### src/rtl/sa_os_seq_ctrl.sv
// Tile run sequencer for the output-stationary systolic MAC array: clears the
// accumulators, streams operands with a diagonal lane skew, waits out the flush, captures.
module sa_os_seq_ctrl #(
    parameter int HPE      = 64,
    parameter int K_W      = 16,
    parameter int PIPE_LAT = 2
) (
    input  logic           CLK,
    input  logic           RST,
    input  logic           start,
    input  logic [K_W-1:0] k_len,
    input  logic           abort,
    output logic           busy,
    output logic           done,
    output logic           acc_clr,
    output logic           rd_en,
    output logic [K_W-1:0] rd_addr,
    output logic [HPE-1:0] lane_vld,
    output logic           cap_en
);

    // Flush length: skew to the far corner PE, PE pipeline, plus one cycle of buffer read latency.
    localparam int F    = 2 * (HPE - 1) + PIPE_LAT + 1;
    localparam int FL_W = $clog2(F + 1);

    typedef enum logic [2:0] {
        S_IDLE    = 3'd0,
        S_CLEAR   = 3'd1,
        S_FEED    = 3'd2,
        S_FLUSH   = 3'd3,
        S_CAPTURE = 3'd4,
        S_DONE    = 3'd5
    } state_t;

    state_t          state;
    state_t          state_nxt;
    logic [K_W-1:0]  klen_r;
    logic [K_W-1:0]  rd_addr_nxt;
    logic [FL_W-1:0] fl_cnt;
    logic [FL_W-1:0] fl_nxt;
    logic            abort_hit;

    // Scheduler handshake: start is honoured only while idle (busy=0); each accepted
    // start yields exactly one done pulse unless aborted or reset. No queueing.
    assign abort_hit = abort && (state != S_IDLE) && (state != S_DONE);

    always_comb begin
        state_nxt   = state;
        rd_addr_nxt = '0;
        fl_nxt      = '0;
        case (state)
            S_IDLE: begin
                if (start) state_nxt = (k_len != '0) ? S_CLEAR : S_DONE;
            end
            S_CLEAR: state_nxt = S_FEED;
            S_FEED: begin
                // rd_addr doubles as the feed counter; it is 0 outside FEED.
                if (rd_addr == klen_r - K_W'(1)) state_nxt = S_FLUSH;
                else                             rd_addr_nxt = rd_addr + K_W'(1);
            end
            S_FLUSH: begin
                if (fl_cnt == FL_W'(F - 1)) state_nxt = S_CAPTURE;
                else                        fl_nxt    = fl_cnt + FL_W'(1);
            end
            S_CAPTURE: state_nxt = S_DONE;
            S_DONE:    state_nxt = S_IDLE;
            default:   state_nxt = S_IDLE;
        endcase
        if (abort_hit) begin
            state_nxt   = S_IDLE;
            rd_addr_nxt = '0;
            fl_nxt      = '0;
        end
    end

    always_ff @(posedge CLK) begin
        if (!RST) begin
            state    <= S_IDLE;
            klen_r   <= '0;
            rd_addr  <= '0;
            fl_cnt   <= '0;
            busy     <= 1'b0;
            done     <= 1'b0;
            acc_clr  <= 1'b0;
            rd_en    <= 1'b0;
            cap_en   <= 1'b0;
            lane_vld <= '0;
        end else begin
            state   <= state_nxt;
            rd_addr <= rd_addr_nxt;
            fl_cnt  <= fl_nxt;
            if (state == S_IDLE && start) klen_r <= k_len;
            busy    <= (state_nxt != S_IDLE);
            done    <= (state_nxt == S_DONE);
            acc_clr <= (state_nxt == S_CLEAR);
            rd_en   <= (state_nxt == S_FEED);
            cap_en  <= (state_nxt == S_CAPTURE);
            // Lane z sees FEED z+1 cycles late, matching the read latency plus diagonal skew.
            lane_vld <= abort_hit ? '0 : {lane_vld[HPE-2:0], (state == S_FEED)};
        end
    end

endmodule

### config.mk
export PLATFORM = sky130hd
export DESIGN_NAME = sa_os_seq_ctrl
export DESIGN_NICKNAME = d
export VERILOG_FILES = /design/src/rtl/sa_os_seq_ctrl.sv
export SDC_FILE = /design/constraint.sdc
export NUM_CORES = 1
export LEC_CHECK = 0
export CAP_MARGIN = 10
export CORE_MARGIN = 5
export CORE_UTILIZATION = 40
export CTS_CLUSTER_SIZE = 10
export DETAILED_ROUTE_END_ITERATION = 8
export DONT_BUFFER_PORTS = 1
export PLACE_DENSITY = 0.62
export SYNTH_ARGS = -nofsm -noshare
export SYNTH_HDL_FRONTEND = slang
export SYNTH_SLANG_ARGS = --single-unit
### constraint.sdc
create_clock -name CLK -period 3.13 [get_ports CLK]
set_input_delay 0.626 -clock CLK [delete_from_list [all_inputs] [get_ports CLK]]
set_output_delay 0.626 -clock CLK [all_outputs]
set_load 0.05 [all_outputs]
After elaboration in Yosys (flattened, before gate mapping). Cells that the tools add are included. Widths: inputs -> output; s select.

Bitwise gates (word level): 3. Reduce and logical (&&, ||, !) cells: 10. Muxes and demuxes: 6. $add $sub $neg: 3. Equal/unequal tests: 11.

Operators by type and width (count): $add 16x1->16 const B (1); $eq 16x16->1 (1); $reduce_bool 16->1 (1); $sub 16x1->16 const B (1); $mux 3 (5); $pmux 3 s5 (1); $eq 3x2->1 const B (3); $eq 3x3->1 const B (3); $add 8x1->8 const B (1); $eq 8x8->1 const B (1); $reduce_or 4->1 (2); $eq 3x1->1 const B (2); $reduce_bool 3->1 (2); $logic_and 1x1->1 (3); $logic_not 3->1 (1); $ne 3x3->1 const B (1); $not 1->1 (3); $reduce_or 2->1 (1).

Register bits after elaboration: 112. Input port bits: 20. Word-level logic and storage cells: 43.

Depth between registers and ports, before layout. Gate-level depths: netlist of the first run.

Depth after elaboration: 6. Depth in mapped cells: 9. Gate-level depth less buffers: 8.

Least setup slack after synthesis of the first run. Ideal clock, no wire load.

Kind: register -> register. Start point: register rd_addr[7]. End point: register rd_addr[0]. Path slack: 514 ps. Required time: 2983 ps. Data arrival time: 2469 ps. Stages on the path, launching flop included: 9. Path through: dfxtp_1 > clkdlybuf4s25_2 > or3b_2 > nor4_1 > nand4b_1 > o2bb2ai_2 > nor4_4 > buf_6 > nor3_1.

Longest elaborated chain between the ends: 2.

Ends and longest elaborated chain: start: declaration (line 17) `output logic [K_W-1:0] rd_addr,`; start signal: assignment (line 90) `rd_addr <= rd_addr_nxt;`; $eq 16x16->1 (line 58) `if (rd_addr == klen_r - K_W'(1)) state_nxt = S_FLUSH;`; $reduce_or 4->1 (no source line).

No other way between the ends. A chain may end at the register's enable or synchronous reset.

Worst setup path in the final report of the first run.
Start point: register klen_r[0]. End point: register rd_en.

Longest elaborated chain between the ends: 6.

Ends and longest elaborated chain: start: declaration (line 37) `logic [K_W-1:0] klen_r;`; start signal: assignment (line 92) `if (state == S_IDLE && start) klen_r <= k_len;`; $sub 16x1->16 (line 58); $eq 16x16->1 (line 58); $mux 3 (line 58); $pmux 3 s5 (line 51) `case (state)`; $mux 3 (line 69) `if (abort_hit) begin`; $eq 3x2->1 (line 96) `rd_en <= (state_nxt == S_FEED);`; end signal: assignment (line 96); end: declaration (line 16) `output logic rd_en,`.

No other way between the ends.

==> out/qor.yml, run 1 <==
grt:
  grt_pass1_vias: 3054
  grt_usage_pct: 15.7
  antenna_found_initial: 0
  grt_first_pass_wirelength_mm: 16.2
  grt_overflow: 0
  grt_max_degree: 86
synthesis:
  syn_avg_cell_area_um2: 9.53
  yosysTopAreaCellShare_pct: 51.5
  ys_ff_latch: 112
  async_reset_ff_share_pct: 0
  synth_edf_count: 0
  netlist_instances: 457
  yosys.area.top_type: "dfxtp_1"
  synth-seq-area-share_pct: 51.5
  synth_fp_nets: 481
  syn_area_mm2: 0.00436
  synth.area.top_cells: "dfxtp_1 (51%), and3_1 (10%), xnor2_1 (4.6%)"
  synth_cell_types: 52
  ys_warn_count: 0
  synth_flop_cell: "dfxtp_1"
worst_setup_path:
  reg2reg_from: "klen_r[0]"
  reg2reg_slack_ns: 0.49
  crit_type: "flop to flop"
  rr_endpoint: "rd_en"
  cp-end-kind: "flop"
  required_ns: 3.41
  r2r_cells: 8
  path_max_fanout: 6
  critPathLaunchType: "flop"
  crit_arrival_ns: 2.92
sta:
  grt_setup_unrepaired: "no"
  slew_headroom_pct: 54.8
  tightest_slew_ns: 0.677
  setup_viol: 0
  finalCritPeriodShare_pct: 84.2
  maxSlewViolCount: 0
  setup_slack_ns: 0.495
  max_freq_ghz: 0.379
  hold_viol: 0
  fin_tns_setup_ns: 0
  fin_crit_ns: 2.64
  finalClockSkew_ns: 0.00945
floorplanning:
  core_area_mm2: 0.0107
  die-area_mm2: 0.0131
  die_x_um: 114
  fp-row-count: 38
  start_util_pct: 40.5
  ios: 105
  dieHeight_um: 114
route:
  via_count: 3115
  ant_nets: 0
  wl_per_cell_um: 16.6
  firstDrtPassIters: 4
  viasPerCell: 5.18
  route.detailed.drc: 0
  drtIter0Drc: 258
  drt_wl_total_mm: 9.98
pwr:
  p_leak_uw: 0.00197
  peakVddDrop_v: 0.000247
  p_per_area_mw_per_mm2: 527
clocking:
  post-cts-setup-buffer-count: 0
  cts_buffers: 9
  clock_path_buffers: 2
  ctsHoldBuffers: 0
  clk_latency_ns: 0.38
  cts_tree: "yes"
  ctsResizeCount: 0
  cts.sinks: 112
  path_clk_slew_ns: 0.11
  htreeDepth: 3
  cts_root_buf: "clkbuf_8"
cells_and_area:
  diodes: 0
  drive_gt1_share_pct: 9.11
  multi_input_area_mm2: 0.00195
  seq_area_mm2: 0.00224
  nets: 480
  final_common_cell: "dfxtp_1"
  area_delta_synth_final_pct: 8.07
  final_cell_mix: "dfxtp_1 (112), and3_1 (73), nand2_1 (46), xnor2_1 (23), nor3_1 (21)"
  fin_util_pct: 43.8
  fillers: 1076
placement:
  dp_hpwl_mm: 7.17
  place_congestion: 0.854
  dpl_worst_slack_ns: 0.599
  portBuffers: 0
status:
  status: "completed"
worst_hold_path:
  min_path_type: "input pin to flop"
  min_to: "klen_r[15]"
  min_from: "k_len[15]"
  holdPathStages: 2
flow_run:
  maxCapViolations: 0
-- state kept, by name, indices dropped and copies added (netlist names) --
signal / flops
rd_en: 1
klen_r: 16
lane_vld: 64
cap_en: 1
busy: 1
acc_clr: 1
state: 3
rd_addr: 16
fl_cnt: 8
done: 1
-- how the worst max path moves through the flow --
| stage | slack (ns) | to | startpoint |
|---|---|---|---|
| 5_1_grt | 0.34 | state[0] | klen_r[0] |
| 6_report | 0.49 | rd_en | klen_r[0] |
| 2_1_floorplan | 0.51 | rd_addr[0] | rd_addr[7] |
| 3_3_place_gp | 0.66 | rd_en | klen_r[0] |
| 3_5_place_dp | 0.60 | rd_en | klen_r[0] |
| 4_1_cts | 0.59 | rd_en | klen_r[0] |
-- power by group --
group / internal (µW) / leakage (µW) / switching (µW)
Clock: 310 / 0.0000922 / 518
Combinational: 74.6 / 0.000970 / 104
Sequential: 1440 / 0.000905 / 33.8
-- layer usage --
| metal | vias up | global-route usage, % | routed length, µm |
|---|---|---|---|
| met2 | 78 | 24.0 | 4560 |
| met5 | - | 0 | 0 |
| li1 | 1580 | - | - |
| met3 | 11 | 6.24 | 746 |
| met1 | 1446 | 20.3 | 4480 |
| met4 | 0 | 5.54 | 204 |
-- synth_stat cells (all sizes together) (2+ instances only) --
| cell | count |
|---|---|
| or3b | 3 |
| o211ai | 2 |
| inv | 9 |
| o21ai | 6 |
| nand4 | 6 |
| nand4b | 3 |
| nand3b | 2 |
| nor3 | 22 |
| a21oi | 8 |
| nand2 | 46 |
| nor4 | 10 |
| a21boi | 17 |
| nor2 | 20 |
| xnor2 | 23 |
| nand3 | 17 |
| buf | 3 |
| xor2 | 18 |
| clkbuf | 24 |
| ha | 4 |
| and3 | 73 |
| or3 | 3 |
| nor3b | 5 |
| and4 | 2 |
| dfxtp | 112 |
-- worst max-delay path, stage by stage, from the launching register on --
cell and delay (ns):
dfxtp_1 0.38, inv_1 0.08, ha_1 0.22, nor3b_1 0.42
nand4b_1 0.19, a2111oi_1 0.46, and4_1 0.30, nand4_1 0.22
and3_1 0.26
-- stage by stage --
stage | power, µW | hold slack (ns) | instances | cell area (µm²)
2_1_floorplan | 1660 | 0.426 | 457 | 4360
3_3_place_gp | 1680 | 0.438 | 585 | 4520
3_5_place_dp | 1680 | 0.445 | 585 | 4520
4_1_cts | 2500 | 0.369 | 601 | 4710
5_1_grt | 2590 | 0.364 | 601 | 4710
6_report | 2480 | 0.384 | 601 | 4710
-- logic make-up after synthesis --
group / share of synthesized area [%]
compound gates: 7.38
xor+xnor: 8.24
fa+ha+maj: 1.15
buf+inv: 3.91
flops: 51.5
simple gates: 27.9
-- final cells by class --
class / count / area share (%)
clock buffers: 10 / 2.71
clock inverters: 6 / 1.30
inverters: 9 / 0.718
multi-input cells: 308 / 41.4
flip-flops and latches: 112 / 47.6
well taps: 140 / 3.72
repair buffers: 16 / 2.55
Note: power is estimated with default switching activity, not from simulation.
==> run 2: changes to the inputs <==
==> constraint.sdc (replaced) <==
create_clock -name CLK -period 2.61 [get_ports CLK]
set_input_delay 0.522 -clock CLK [delete_from_list [all_inputs] [get_ports CLK]]
set_output_delay 0.522 -clock CLK [all_outputs]
set_load 0.05 [all_outputs]
==> run 2 against run 1 <==
Effect of this change:
- total power increased by 20%
- sequential power is 20% higher
- critical path type unchanged
- combinational power up 27%
==> out/qor.yml, run 2 (synthesized netlist as in run 1, its figures left out) <==
floorplanning:
  core_area_mm2: 0.0107
  dieHeight_um: 114
  start_util_pct: 40.5
  fp-row-count: 38
  die-area_mm2: 0.0131
  ios: 105
  die_x_um: 114
worst_setup_path:
  crit_arrival_ns: 2.61
  critPathLaunchType: "flop"
  slowest_stage: "or4_1"
  critPathMaxStageDelay_ns: 0.64
  crit_buf_inv: 1
  crit_type: "flop to flop"
  path_max_fanout: 16
  required_ns: 2.85
  crit_family: "simple AND/OR/NAND/NOR gates"
  cp-end-kind: "flop"
  crit_path_cell_trace: "or4_1, nor4_1, nand4b_1, o2bb2ai_2, nor4_4, buf_4, nor3_1"
route:
  wl_per_cell_um: 16.8
  route.detailed.drc: 0
  drtIter0Drc: 220
  firstDrtPassIters: 4
  via_count: 3213
  drt_wl_total_mm: 10.2
  ant_nets: 0
  viasPerCell: 5.29
cells_and_area:
  top_register: "lane_vld"
  top_regs: "lane_vld x64, klen_r x16, rd_addr x16"
  final_cell_mix: "dfxtp_1 (111), and3_1 (73), nand2_1 (46), xnor2_1 (23), buf_4 (22)"
  drive_gt1_share_pct: 10.7
  stdcell_count: 607
  fin_util_pct: 44.3
  diodes: 0
  area_delta_synth_final_pct: 9.22
  largest_reg_flops: 64
  nets: 486
  fin_area_mm2: 0.00476
  final_common_cell: "dfxtp_1"
clocking:
  clk_latency_ns: 0.38
  cts.sinks: 112
  cts_root_buf: "clkbuf_8"
  cts_tree: "yes"
  clock_path_buffers: 2
  htreeDepth: 3
  path_clk_slew_ns: 0.11
  post-cts-setup-buffer-count: 0
  cts_buffers: 9
sta:
  tightest_slew_ns: 0.668
  maxSlewViolCount: 0
  fin_tns_setup_ns: 0
  slew_headroom_pct: 54.8
  finalClockSkew_ns: 0.0150
  grt_setup_unrepaired: "no"
  fin_crit_ns: 2.37
  hold_viol: 0
  setup_viol: 0
  max_freq_ghz: 0.422
  worst_hold_slack_ns: 0.278
  finalCritPeriodShare_pct: 90.7
grt:
  grt_max_degree: 86
  antenna_found_initial: 0
  grt_pass1_vias: 3184
  grt_overflow: 0
  grt_first_pass_wirelength_mm: 16.4
  grt_usage_pct: 15.8
placement:
  portBuffers: 0
  placed_cells: 591
  place_congestion: 0.912
  dp_hpwl_mm: 7.40
  dpl_cell_area_mm2: 0.00457
status:
  status: "completed"
flow_run:
  maxCapViolations: 0
pwr:
  p_int_uw: 2200
  p_leak_uw: 0.00199
  peakVddDrop_v: 0.000305
  switching_power_uw: 781
  swShare_pct: 26.2
  p_seq_share_pct: 59.5
  p_per_area_mw_per_mm2: 626
  combPwrFrac_pct: 7.6
  p_clk_share_pct: 32.9
worst_hold_path:
  min_path_type: "input pin to flop"
-- run 2: changes by cell type in the layout (fill, tap and decap cells not counted), sizes merged --
cell,change
buf,+6
clkinvlp,+1
clkinv,-1
-- run 2: layer usage --
metal  share of wire (%)  global-route usage, %
met1                  44                   20.0
met2                  47                   24.4
met3                 6.8                   4.76
met4                 2.2                   8.23
met5                   0                      0
-- run 2: area by class of cell --
cell class / instances / area, µm²
clock inverter: 6 / 60.1
timing repair buffer: 22 / 165
tap: 140 / 175
inverter: 9 / 33.8
multi-input combinational: 308 / 1950
clock buffer: 10 / 128
fill: 1079 / 5990
sequential: 112 / 2240
-- run 2: worst reg2reg max path: stages, from the launching register on --
cell	delay [ns]
dfxtp_1	0.38
or4_1	0.64
nor4_1	0.30
nand4b_1	0.20
o2bb2ai_2	0.11
nor4_4	0.28
buf_4	0.25
nor3_1	0.08
-- run 2: final timing paths --
check / endpoint / cells after the start / from / slack, ns
setup / recovery: rd_addr[9] / 7 / klen_r[0] / 0.24
hold / removal: klen_r[12] / 2 / k_len[12] / 0.28
setup reg to reg: rd_addr[9] / 7 / klen_r[0] / 0.24
hold reg to reg: fl_cnt[0] / 1 / fl_cnt[0] / 0.47
-- run 2: what timing repair did --
item	4_1_cts	5_1_grt
setup endpoints to repair	0	21
gates resized for setup	0	1
hold buffers	0	0
-- run 2: per-stage QoR --
step	setup slack [ns]	total power, µW
after floorplan	0.166	1990
after global placement	0.306	2030
after detailed placement	0.239	2030
after CTS	0.197	3000
after global routing	0.0626	3100
final	0.242	2980
-- run 2: power groups by stage --
stage	clock network [µW]	registers (µW)	logic [µW]
5_1_grt	1080	1770	252
6_report	981	1770	226
4_1_cts	1010	1770	223
2_1_floorplan	0	1800	193
3_5_place_dp	0	1810	221
3_3_place_gp	0	1810	219
